===== src/rtl/stage_execute_pkg.sv =====
// Shared definitions for the MIPS Execute stage: default widths, ALU op codes
// and the muldiv FSM state encoding.
package stage_ex_pkg;

   localparam int DEF_DATA_W     = 32;
   localparam int DEF_REG_ADDR_W = 5;

   localparam logic [3:0] ALU_ADD  = 4'd0;
   localparam logic [3:0] ALU_SUB  = 4'd1;
   localparam logic [3:0] ALU_AND  = 4'd2;
   localparam logic [3:0] ALU_OR   = 4'd3;
   localparam logic [3:0] ALU_XOR  = 4'd4;
   localparam logic [3:0] ALU_NOR  = 4'd5;
   localparam logic [3:0] ALU_SLT  = 4'd6;
   localparam logic [3:0] ALU_SLTU = 4'd7;
   localparam logic [3:0] ALU_SLL  = 4'd8;
   localparam logic [3:0] ALU_SRL  = 4'd9;
   localparam logic [3:0] ALU_SRA  = 4'd10;
   localparam logic [3:0] ALU_LUI  = 4'd11;
   localparam logic [3:0] ALU_MULT = 4'd12;
   localparam logic [3:0] ALU_DIV  = 4'd13;
   localparam logic [3:0] ALU_MFHI = 4'd14;
   localparam logic [3:0] ALU_MFLO = 4'd15;

   localparam logic [0:0] ST_IDLE = 1'b0;
   localparam logic [0:0] ST_BUSY = 1'b1;

   function automatic logic is_muldiv_op(input logic [3:0] op);
      return (op == ALU_MULT) || (op == ALU_DIV);
   endfunction

endpackage


===== src/rtl/stage_execute_muldiv.sv =====
// Iterative signed multiply/divide unit owning HI/LO: one shift-add or
// restoring-subtract step per cycle on operand magnitudes, signs fixed at the end.
module muldiv_unit
   import stage_ex_pkg::*;
#(
   parameter int DATA_W = DEF_DATA_W
) (
   input  logic              clk,
   input  logic              rst,
   input  logic              start,
   input  logic              op_div,
   input  logic [DATA_W-1:0] a,
   input  logic [DATA_W-1:0] b,
   output logic              busy,
   output logic              done,
   output logic [DATA_W-1:0] hi,
   output logic [DATA_W-1:0] lo
);

   localparam int CNT_W = $clog2(DATA_W);

   logic [0:0]          state;
   logic [CNT_W-1:0]    count;
   logic [DATA_W-1:0]   acc_hi;
   logic [DATA_W-1:0]   acc_lo;
   logic [DATA_W-1:0]   mag_b;
   logic                is_div;
   logic                neg_q;
   logic                neg_r;
   logic [DATA_W:0]     partial;
   logic [DATA_W-1:0]   step_hi;
   logic [DATA_W-1:0]   step_lo;
   logic [2*DATA_W-1:0] product;
   logic [DATA_W-1:0]   fin_hi;
   logic [DATA_W-1:0]   fin_lo;

   function automatic logic [DATA_W-1:0] magnitude(input logic [DATA_W-1:0] x);
      return x[DATA_W-1] ? -x : x;
   endfunction

   assign busy = (state == ST_BUSY);
   assign done = busy && (count == '0);

   // acc_hi is the partial product / running remainder, acc_lo the multiplier / quotient
   always_comb begin
      partial = '0;
      step_hi = acc_hi;
      step_lo = acc_lo;
      if (is_div) begin
         partial = {acc_hi, acc_lo[DATA_W-1]};
         if (partial >= {1'b0, mag_b}) begin
            partial = partial - {1'b0, mag_b};
            step_lo = {acc_lo[DATA_W-2:0], 1'b1};
         end else begin
            step_lo = {acc_lo[DATA_W-2:0], 1'b0};
         end
         step_hi = partial[DATA_W-1:0];
      end else begin
         partial = {1'b0, acc_hi} + (acc_lo[0] ? {1'b0, mag_b} : '0);
         step_hi = partial[DATA_W:1];
         step_lo = {partial[0], acc_lo[DATA_W-1:1]};
      end
   end

   // A zero divisor naturally leaves |dividend| as remainder; only the quotient is forced
   always_comb begin
      product = neg_q ? -{step_hi, step_lo} : {step_hi, step_lo};
      fin_hi  = product[2*DATA_W-1:DATA_W];
      fin_lo  = product[DATA_W-1:0];
      if (is_div) begin
         fin_lo = neg_q ? -step_lo : step_lo;
         fin_hi = neg_r ? -step_hi : step_hi;
         if (mag_b == '0) begin
            fin_lo = '1;
         end
      end
   end

   always_ff @(posedge clk or posedge rst) begin
      if (rst) begin
         state  <= ST_IDLE;
         count  <= '0;
         acc_hi <= '0;
         acc_lo <= '0;
         mag_b  <= '0;
         is_div <= 1'b0;
         neg_q  <= 1'b0;
         neg_r  <= 1'b0;
         hi     <= '0;
         lo     <= '0;
      end else begin
         case (state)
            ST_IDLE: begin
               if (start) begin
                  acc_hi <= '0;
                  acc_lo <= magnitude(a);
                  mag_b  <= magnitude(b);
                  is_div <= op_div;
                  neg_q  <= a[DATA_W-1] ^ b[DATA_W-1];
                  neg_r  <= a[DATA_W-1];
                  count  <= CNT_W'(DATA_W - 1);
                  state  <= ST_BUSY;
               end
            end
            ST_BUSY: begin
               acc_hi <= step_hi;
               acc_lo <= step_lo;
               if (count == '0) begin
                  hi    <= fin_hi;
                  lo    <= fin_lo;
                  state <= ST_IDLE;
               end else begin
                  count <= count - 1'b1;
               end
            end
            default: state <= ST_IDLE;
         endcase
      end
   end

endmodule


===== src/rtl/stage_execute.sv =====
// MIPS Execute stage: operand/destination muxes, ALU and the EX/MEM register.
// Define STAGE_EX_MULDIV_EN to build in MULT/DIV/MFHI/MFLO with HI/LO and the stall.
module stage_execute
   import stage_ex_pkg::*;
#(
   parameter int DATA_W     = DEF_DATA_W,
   parameter int REG_ADDR_W = DEF_REG_ADDR_W
) (
   input  logic                  clk,
   input  logic                  i_reset,
   input  logic [DATA_W-1:0]     i_rs_reg,
   input  logic [DATA_W-1:0]     i_rt_reg,
   input  logic [DATA_W-1:0]     i_imm,
   input  logic [4:0]            i_shamt,
   input  logic [REG_ADDR_W-1:0] i_rt_addr,
   input  logic [REG_ADDR_W-1:0] i_rd_addr,
   input  logic [3:0]            is_alu_op,
   input  logic                  is_ALUSrc,
   input  logic                  is_RegDst,
   input  logic                  is_RegWrite,
   input  logic                  is_MemtoReg,
   input  logic                  is_MemWrite,
   input  logic                  is_MemRead,
   input  logic                  i_flush,
   output logic [DATA_W-1:0]     o_ALU_res,
   output logic [DATA_W-1:0]     o_rt_reg,
   output logic [REG_ADDR_W-1:0] o_addr_reg_dst,
   output logic                  os_zero,
   output logic                  os_RegWrite,
   output logic                  os_MemtoReg,
   output logic                  os_MemWrite,
   output logic                  os_MemRead,
   output logic                  o_stall
);

   logic [DATA_W-1:0]     op_a;
   logic [DATA_W-1:0]     op_b;
   logic [REG_ADDR_W-1:0] dst;
   logic [DATA_W-1:0]     alu_res;
   logic                  bubble;
   logic                  illegal_op;
   logic                  kill_ctl;
   logic                  kill_wr;

   assign op_a = i_rs_reg;
   assign op_b = is_ALUSrc ? i_imm : i_rt_reg;
   assign dst  = is_RegDst ? i_rd_addr : i_rt_addr;

`ifdef STAGE_EX_MULDIV_EN
   logic [DATA_W-1:0] hi;
   logic [DATA_W-1:0] lo;
   logic              mdu_busy;
   logic              mdu_done;
   logic              mdu_start;

   assign mdu_start = is_muldiv_op(is_alu_op) && !mdu_busy;

   muldiv_unit #(
      .DATA_W(DATA_W)
   ) u_muldiv (
      .clk   (clk),
      .rst   (i_reset),
      .start (mdu_start),
      .op_div(is_alu_op == ALU_DIV),
      .a     (op_a),
      .b     (op_b),
      .busy  (mdu_busy),
      .done  (mdu_done),
      .hi    (hi),
      .lo    (lo)
   );

   // The final step cycle drops the stall so the next instruction arrives as HI/LO update
   assign o_stall    = mdu_start || (mdu_busy && !mdu_done);
   assign bubble     = mdu_start || mdu_busy;
   assign illegal_op = 1'b0;
`else
   assign o_stall    = 1'b0;
   assign bubble     = 1'b0;
   assign illegal_op = (is_alu_op[3:2] == 2'b11);
`endif

   always_comb begin
      alu_res = '0;
      case (is_alu_op)
         ALU_ADD:  alu_res = op_a + op_b;
         ALU_SUB:  alu_res = op_a - op_b;
         ALU_AND:  alu_res = op_a & op_b;
         ALU_OR:   alu_res = op_a | op_b;
         ALU_XOR:  alu_res = op_a ^ op_b;
         ALU_NOR:  alu_res = ~(op_a | op_b);
         ALU_SLT:  alu_res = {{(DATA_W-1){1'b0}}, ($signed(op_a) < $signed(op_b))};
         ALU_SLTU: alu_res = {{(DATA_W-1){1'b0}}, (op_a < op_b)};
         ALU_SLL:  alu_res = op_b << i_shamt;
         ALU_SRL:  alu_res = op_b >> i_shamt;
         ALU_SRA:  alu_res = $signed(op_b) >>> i_shamt;
         ALU_LUI:  alu_res = {op_b[15:0], {(DATA_W-16){1'b0}}};
`ifdef STAGE_EX_MULDIV_EN
         ALU_MFHI: alu_res = hi;
         ALU_MFLO: alu_res = lo;
`endif
         default:  alu_res = '0;
      endcase
   end

   // An illegal op still lets MemtoReg through; it has no architectural effect without a write
   assign kill_ctl = i_flush || bubble;
   assign kill_wr  = kill_ctl || illegal_op;

   always_ff @(posedge clk or posedge i_reset) begin
      if (i_reset) begin
         o_ALU_res      <= '0;
         o_rt_reg       <= '0;
         o_addr_reg_dst <= '0;
         os_zero        <= 1'b0;
         os_RegWrite    <= 1'b0;
         os_MemtoReg    <= 1'b0;
         os_MemWrite    <= 1'b0;
         os_MemRead     <= 1'b0;
      end else begin
         o_ALU_res      <= alu_res;
         o_rt_reg       <= i_rt_reg;
         o_addr_reg_dst <= dst;
         os_zero        <= (alu_res == '0);
         os_RegWrite    <= is_RegWrite && !kill_wr;
         os_MemtoReg    <= is_MemtoReg && !kill_ctl;
         os_MemWrite    <= is_MemWrite && !kill_wr;
         os_MemRead     <= is_MemRead && !kill_wr;
      end
   end

endmodule


===== config.mk =====
export PLATFORM = sky130hd
export DESIGN_NAME = stage_execute
export DESIGN_NICKNAME = d
export VERILOG_FILES = /design/src/rtl/stage_execute_pkg.sv /design/src/rtl/stage_execute_muldiv.sv /design/src/rtl/stage_execute.sv
export SDC_FILE = /design/constraint.sdc
export NUM_CORES = 1
export LEC_CHECK = 0
export CAP_MARGIN = 20
export CORE_ASPECT_RATIO = 2
export CORE_MARGIN = 2
export CORE_UTILIZATION = 52
export CTS_BUF_LIST = sky130_fd_sc_hd__clkbuf_16
export CTS_CLUSTER_SIZE = 12
export DETAILED_ROUTE_END_ITERATION = 16
export PLACE_DENSITY = 0.78
export SLEW_MARGIN = 20
export SYNTH_ARGS = -nofsm -noshare
export SYNTH_HDL_FRONTEND = slang
export SYNTH_SLANG_ARGS = --single-unit

===== constraint.sdc =====
create_clock -name clk -period 2.7 [get_ports clk]
set_clock_uncertainty 0.2 [all_clocks]
set_input_delay 0.54 -clock clk [delete_from_list [all_inputs] [get_ports clk]]
set_output_delay 0.54 -clock clk [all_outputs]
set_load 0.01 [all_outputs]

==> results of run 1 <==
## cells by family after synthesis
group | after synthesis | share of synthesized area
flops | 74 | 0.128
compound gates | 560 | 0.273
fa+ha+maj | 100 | 0.0874
buf+inv | 254 | 0.0789
xor+xnor | 14 | 0.00847
simple gates | 567 | 0.192
mux | 241 | 0.232
other cells | 1 | 0.000259
## through the flow
stage / cell area (um2) / hold slack (ns) / utilization / setup TNS, ns
after floorplan: 14800 / 0.371 / - / -37.14
after global placement: 22200 / 0.672 / 0.811 / -49.72
after detailed placement: 22200 / 0.700 / 0.811 / -52.95
after CTS: 24000 / 0.243 / 0.876 / -27.39
## layer usage
metal,global-route usage,GRT overflow
met4,0.844,258
met2,1.02,587
met1,0.763,16
met3,0.615,17
met5,0.332,4
## repair_timing
action,in CTS
setup buffers,46
pin swaps,73
setup endpoints to repair,33
gates cloned,1
gates resized for setup,287
==> impl_results.md, run 1 <==
- Count of warnings emitted by yosys: 0
- Die height: approximately 240 um
- Cell variety after synth: between 90 and 100
- Initial core utilization: 0.528
- Cts hold-fix bufs: 0
- Syn_nets: ~2000
- Number of global-route vias before repair: about 28000
- Main flop type after synthesis: dfrtp_1
- Worst slack at placement: -2.69 ns
- Seq/Total Area, Yosys: 0.128
- Top post-synthesis cells by area: dfrtp_1 13%, mux4_2 10%, ha_1 8.5%, mux2i_1 8.2%, nor2_1 4.4%
- Outcome: aborted with a tool error
- CTS max path bufs: 2
- Post-Place Cells: 2972
- Placer congestion estimate: about 1.4
- FP Rows: 86
- Maximum number of pins on one net before global-route repair: 42
- Area share of the leading cell type in the synthesized netlist: 0.128
- First Err: [ERROR GRT-0116] Global routing finished with congestion. Check the congestion regions in the DRC Viewer.
- Die width: between 100 and 150 um
- GRT Util Overall: 0.806
- Total I/O pin count: 199
- H-tree depth: 3
- Top-count cell post-synth: nor2_1
- Remaining Overflow, GRT: between 800 and 900
- Synthesized cell area: around 14000 um2
- Clk sinks: 74
- Top cells by count, synth: 171 x nor2_1, 145 x nand2_1, 119 x mux2i_1, 109 x a21oi_1, 105 x inv_1
- First-pass GRT wire length: around 180000 um
- CTS Buf Count: 9
- I/O Buffers: 197
- Synth Register Bits: 74
- Hpwl dp: approximately 66000 um
- Async S/R FF share, synth: 1.00
- Post-synth EDFFs: 0
- Root Driver: clkbuf_16
- Failing step: global routing (5_1_grt)
- Yosys top cell by area: dfrtp_1
- Cells after synthesis: approximately 1800
- Syn avg cell area: 8.00 um2
==> run 2, diff against run 1 <==
--- a/config.mk
+++ b/config.mk
@@ -6,13 +6,10 @@
 export NUM_CORES = 1
 export LEC_CHECK = 0
 export CAP_MARGIN = 20
-export CORE_ASPECT_RATIO = 2
 export CORE_MARGIN = 2
-export CORE_UTILIZATION = 52
-export CTS_BUF_LIST = sky130_fd_sc_hd__clkbuf_16
-export CTS_CLUSTER_SIZE = 12
+export CORE_UTILIZATION = 40
 export DETAILED_ROUTE_END_ITERATION = 16
-export PLACE_DENSITY = 0.78
+export PLACE_DENSITY_LB_ADDON = 0.15
 export SLEW_MARGIN = 20
 export SYNTH_ARGS = -nofsm -noshare
 export SYNTH_HDL_FRONTEND = slang
==> constraint.sdc (replaced) <==
create_clock -name clk -period 3.5 [get_ports clk]
set_clock_uncertainty 0.2 [all_clocks]
set_input_delay 0.7 -clock clk [delete_from_list [all_inputs] [get_ports clk]]
set_output_delay 0.7 -clock clk [all_outputs]
set_load 0.01 [all_outputs]
==> run 2 against run 1 <==
  * Synthesized cell count stayed put
  * Area after synthesis stayed put
  * The flow now finishes, with violations (negative setup slack)
==> impl_results.md, run 2 <==
- Outcome: finished, violations left
- Failing checks: negative setup slack
- Arrival time worst endpoint: 5.08 ns
- Fmax: roughly 0.2 GHz
- Yosys top cell by area: dfrtp_1
- Worst VDD drop: about 0.30 mV
- Count of warnings emitted by yosys: 0
- DRT Wirelength: between 80000 and 90000 um
- FP Rows: 69
- Post-synth EDFFs: 0
- Final setup vio count: 28
- Lkg Pwr: approximately 11 nW
- Slew Limit Fails: 0
- Commonest cells after routing, fill and taps aside: 811 x buf_4, 174 x clkdlybuf4s50_1, 169 x nor2_1, 142 x nand2_1, 109 x mux2i_1
- Hold Path Class: input port to flip-flop
- Most common cell after layout, fill and taps aside: buf_4
- Syn_nets: approximately 2000
- Hold violation count in the final report: 0
- WHS: around 0.39 ns
- Setup TNS: -13.03 ns
- Total I/O pin count: about 200
- Syn avg cell area: about 8.0 um2
- Power density over the cells: around 260 nW/um2
- Max_cap viols: 0
- Top cells by count, synth: 171 x nor2_1, 145 x nand2_1, 119 x mux2i_1, 109 x a21oi_1, 105 x inv_1
- Seq/Total Area, Yosys: 0.128
- Post-Place Cells: approximately 3100
- Vias: roughly 21000
- Design Area, Final: roughly 24000 um2
- Clock period minus worst slack: approximately 5.0 ns
- Overall power: roughly 6.4 mW
- CTS max path bufs: 2
- CTS Buf Count: 9
- Worst Slack Setup Final: -1.48 ns
- Routed Antenna Nets: 0
- Initial core utilization: 0.407
- Min-Delay Endpoint: o_rt_reg[0]
- Initial antenna violation count: 0
- Placer congestion estimate: between 1 and 1.5
- Synthesized cell area: about 14000 um2
- Placeable Area: around 36000 um2
- Slew headroom: 0.406
- Cts hold-fix bufs: 0
- Hpwl dp: roughly 70000 um
- Worst slack at placement: -2.19 ns
- Maximum number of pins on one net before global-route repair: 44
- Clock slew at reported path FFs: approximately 0.070 ns
- Cell variety after synth: 95
- I/O Buffers: 197
- Top post-synthesis cells by area: dfrtp_1 13%, mux4_2 10%, ha_1 8.5%, mux2i_1 8.2%, nor2_1 4.4%
- CP endpoint kind: flip-flop
- Number of global-route vias before repair: between 20000 and 25000
- Area grow syn2layout: 67.5%
- Die height: between 150 and 200 um
- CP max FO: 4
- Hold path cells: 2
- Area share of the leading cell type in the synthesized netlist: 0.128
- Final core utilization: 0.682
- Avg Vias per Cell: around 6.5
- Nets: around 2900
- Drt first pass iters: 7
- H-tree depth: 3
- Die area: 37700 um2
- Fillers: between 2000 and 3000
- Residual DRC: 0
- Hold path start: i_rt_reg[0]
- Critical path launch point type: input port
- CTS tree: yes
- Final period util: 1.42
- Die width: approximately 200 um
- RSZ-0062 raised after global routing: yes
- Async S/R FF share, synth: 1.00
- First-pass GRT wire length: ~130000 um
- Placed Area: roughly 23000 um2
- Cells after synthesis: about 1800
- Remaining Overflow, GRT: 0
- Layout Cells excl Fill: approximately 3200
- N_diodes: 0
- Iter 0 DRT Violations: 2416
- Setup CP Type: input port to flip-flop
- Clk sinks: between 70 and 80
- Root Driver: clkbuf_16
- Top-count cell post-synth: nor2_1
- Wire per inst: roughly 28 um
- Data required, critical path: roughly 3.6 ns
- Main flop type after synthesis: dfrtp_1
- Layout cells sized above 1: 0.425
- GRT Util Overall: 0.446
- Synth Register Bits: 74
- Worst slew pin tran: approximately 0.88 ns
run 2: logic make-up after synthesis:
logic type,Yosys count,share of synthesized area
adder cells (fa/ha/maj),100,0.0874
AO/OA/AOI/OAI,560,0.273
buffers and inverters,254,0.0789
other,1,0.000259
XOR/XNOR,14,0.00847
multiplexers,241,0.232
flip-flops,74,0.128
AND/OR/NAND/NOR,567,0.192
run 2: how the worst max path moves through the flow:
stage	startpoint	end	slack (ns)	depth (start not counted)
floorplan	is_ALUSrc	os_zero	-1.62	19
global placement	i_rt_reg[0]	os_zero	-2.14	17
detailed placement	i_rt_reg[0]	os_zero	-2.19	18
CTS	is_ALUSrc	os_zero	-1.43	17
global route	is_ALUSrc	os_zero	-1.59	18
finish	is_ALUSrc	os_zero	-1.48	18
run 2: where the power goes:
part	internal, mW	leakage (nW)	switching [mW]
Sequential	0.945	0.894	0.0284
Clock	0.641	0.152	0.449
Combinational	2.11	10.1	2.20
Total	3.69	11.1	2.68
run 2: final cells by class:
class	count	area, um2	area share
tap	461	577	0.0238
timing repair buffer	1041	8570	0.353
sequential	74	1850	0.0763
clock inverter	4	76.3	0.00315
inverter	105	403	0.0166
multi-input combinational	1483	12500	0.517
clock buffer	11	243	0.0100
run 2: worst max-delay path: stages:
cell       delay, ns
buf_12          0.11
mux2i_4         0.28
inv_2           0.09
ha_4            0.18
fa_2            0.37
o21ba_4         0.21
or4_4           0.54
buf_4           0.16
buf_6           0.10
a211o_1         0.26
and4_4          0.18
a2111oi_4       0.25
o211ai_1        0.19
nor3_1          0.33
and4b_2         0.34
nand4_1         0.11
or4_4           0.52
nor4_4          0.14
run 2: timing repair:
action / in CTS / in global routing
endpoints found under the setup margin: 31 / 30
gates resized for setup: 129 / 78
pin swaps: 36 / 51
setup buffers: 18 / 22
run 2: metal layers:
layer,GRT usage,routed length [um],vias up
met1,0.550,32600,9907
met5,0,0,-
li1,-,-,8734
met4,0.265,6790,0
met2,0.719,39100,1535
met3,0.0934,9290,390
Note: power is estimated with default switching activity, not from simulation.
==> run 3, diff against run 2 <==
--- a/config.mk
+++ b/config.mk
@@ -9,8 +9,8 @@
 export CORE_MARGIN = 2
 export CORE_UTILIZATION = 40
 export DETAILED_ROUTE_END_ITERATION = 16
+export MAX_ROUTING_LAYER = met4
 export PLACE_DENSITY_LB_ADDON = 0.15
-export SLEW_MARGIN = 20
 export SYNTH_ARGS = -nofsm -noshare
 export SYNTH_HDL_FRONTEND = slang
 export SYNTH_SLANG_ARGS = --single-unit
==> run 3 against run 2 <==
  * Sequential share of layout area down 0.14 points
  * Die area stayed put
  * Routed wire length is 0.70% lower
  * Global-route usage up 1.3 points
  * Maximum frequency rose by 3.6%
  * Sequential power about the same
  * Worst hold slack improved by 0.019 ns
  * The flow still finishes with violations (negative setup slack)
  * Largest power group unchanged
  * Via count shrank 0.98%
  * Critical endpoint unchanged
  * First-iteration DRC count is 18% higher
==> impl_results.md, run 3 (synthesis gave the netlist of run 2 again) <==
- Outcome: finished, violations left
- Failing checks: negative setup slack
- Worst Slack Setup Final: -1.31 ns
- Hold violation count in the final report: 0
- Lkg Pwr: about 11 nW
- Gate power share: 0.670
- Clock slew at reported path FFs: roughly 0.08 ns
- Routed Antenna Nets: 0
- Max_cap viols: 0
- Most common cell after layout, fill and taps aside: buf_4
- Iter 0 DRT Violations: 2860
- Hold Path Class: input port to flip-flop
- Met2 Track Usage GR: 0.712
- CTS max path bufs: 2
- Most used routing layer: met2
- Hold path start: i_rt_reg[21]
- Sequential power share: 0.148
- Worst VDD drop: ~0.27 mV
- RSZ-0062 raised after global routing: yes
- Die area: 37700 um2
- Die height: approximately 190 um
- Min-Delay Endpoint: o_rt_reg[21]
- Fmax: 0.208 GHz
- Reg area: approximately 1900 um2
- Placer congestion estimate: 1.10
- Post-Place Cells: between 3000 and 4000
- Wire per inst: 27.4 um
- Vias: 20364
- Internal power: ~3.8 mW
- Met3 usage: 0.0948
- FP Rows: 69
- Arrival time worst endpoint: between 4 and 5 ns
- CTS Buf Count: 9
- Avg Vias per Cell: ~6.4
- N_diodes: 0
- First-pass GRT wire length: 127000 um
- Drt first pass iters: 6
- Number of global-route vias before repair: ~20000
- Initial antenna violation count: 0
- Layout cells sized above 1: 0.442
- Final period util: 1.37
- Maximum number of pins on one net before global-route repair: 75
- Fillers: roughly 2800
- Nets: between 2000 and 3000
- Cts hold-fix bufs: 0
- Multi-input gate area: about 13000 um2
- Layout Cells excl Fill: 3185
- Initial core utilization: 0.407
- Clock period minus worst slack: around 4.8 ns
- Residual DRC: 0
- Critical path launch point type: input port
- CP max FO: 4
- Power density over the cells: 265 nW/um2
- CTS tree: yes
- Remaining Overflow, GRT: 0
- Worst slew pin tran: 0.832 ns
- Data required, critical path: 3.59 ns
- Die width: between 150 and 200 um
- Switch Pwr: approximately 2.7 mW
- H-tree depth: 3
- Hpwl dp: 69200 um
- Commonest cells after routing, fill and taps aside: 797 x buf_4, 165 x nor2_1, 160 x clkdlybuf4s50_1, 138 x nand2_1, 111 x mux2i_1
- GRT Util Overall: 0.459
- Hold path cells: 1
- Clk sinks: between 70 and 80
- Area grow syn2layout: 70.5%
- Total I/O pin count: between 150 and 200
- CP endpoint kind: flip-flop
- I/O Buffers: slightly below 200
- Slew headroom: 0.440
- Setup CP Type: input port to flip-flop
- Root Driver: clkbuf_16
- Met1 GRT Util: 0.560
- Final setup vio count: 23
- Placeable Area: approximately 36000 um2
- Slew Limit Fails: 0
- Sw frac: 0.416
- DRT Wirelength: 87100 um
- Clock group share of total power: 0.182
- Worst slack at placement: -2.26 ns
## run 3: cell count changes in the layout (fill, tap and decap cells not counted), sizes merged
cell / before / now
bufbuf: 0 / 1
dlygate4sd2: 11 / 27
clkdlybuf4s50: 174 / 160
dlymetal6s2s: 5 / 3
buf: 851 / 855
bufinv: 2 / 3
clkinvlp: 1 / 0
clkbuf: 11 / 12
## run 3: layout make-up
type,count,area share
inverter,105,0.0165
tap,461,0.0234
sequential,74,0.0750
clock inverter,4,0.00400
clock buffer,12,0.00998
multi-input combinational,1483,0.519
timing repair buffer,1046,0.352
## run 3: timing repair
item,in CTS,in global routing
endpoints found under the setup margin,30,28
pin swaps,32,52
cloned,1,0
buffers inserted,34,21
resized for setup,166,145
## run 3: power groups by stage
stage          Combinational, mW  Sequential, mW  Clock [mW]
2_1_floorplan               1.63            1.03           0
3_3_place_gp                3.77           0.983           0
3_5_place_dp                3.80           0.987           0
4_1_cts                     4.02           0.973        1.19
5_1_grt                     4.56           0.981        1.22
6_report                    4.39           0.972        1.19
## run 3: how the worst max path moves through the flow
stage / endpoint / slack (ns) / startpoint
global route: os_zero / -1.40 / is_ALUSrc
detailed placement: os_zero / -2.26 / i_imm[0]
global placement: os_zero / -2.14 / i_rt_reg[0]
floorplan: os_zero / -1.62 / is_ALUSrc
CTS: os_zero / -1.36 / is_ALUSrc
finish: os_zero / -1.31 / is_ALUSrc
## run 3: critical path, cell delays in order
cell	delay, ns
buf_12	0.12
mux2i_4	0.28
inv_2	0.08
ha_4	0.18
fa_2	0.41
o21ba_4	0.22
or4_4	0.44
a2111oi_4	0.39
buf_4	0.19
o41ai_4	0.06
a2bb2oi_2	0.15
mux2i_1	0.11
a211o_1	0.27
or3_4	0.39
or3_1	0.31
or4_4	0.42
nor4_2	0.16
## run 3: layer usage
metal  wire (um)  vias up  share of wire
li1            -     8753              -
met5           0        -              0
met2       39000     1460           0.45
met4        6080        0          0.070
met1       32700     9773           0.38
met3        9370      378           0.11
## run 3: through the flow
step           utilization  hold WS [ns]  cell area [um2]  TNS, ns  power (mW)
5_1_grt              0.694         0.412            24700   -11.73        6.77
4_1_cts              0.671         0.499            23900   -10.52        6.18
3_5_place_dp         0.637         0.941            22700   -34.90        4.79
3_3_place_gp         0.637         0.934            22700   -32.94        4.75
6_report             0.694         0.407            24700   -10.48        6.55
2_1_floorplan            -         0.531            14800   -17.62        2.66
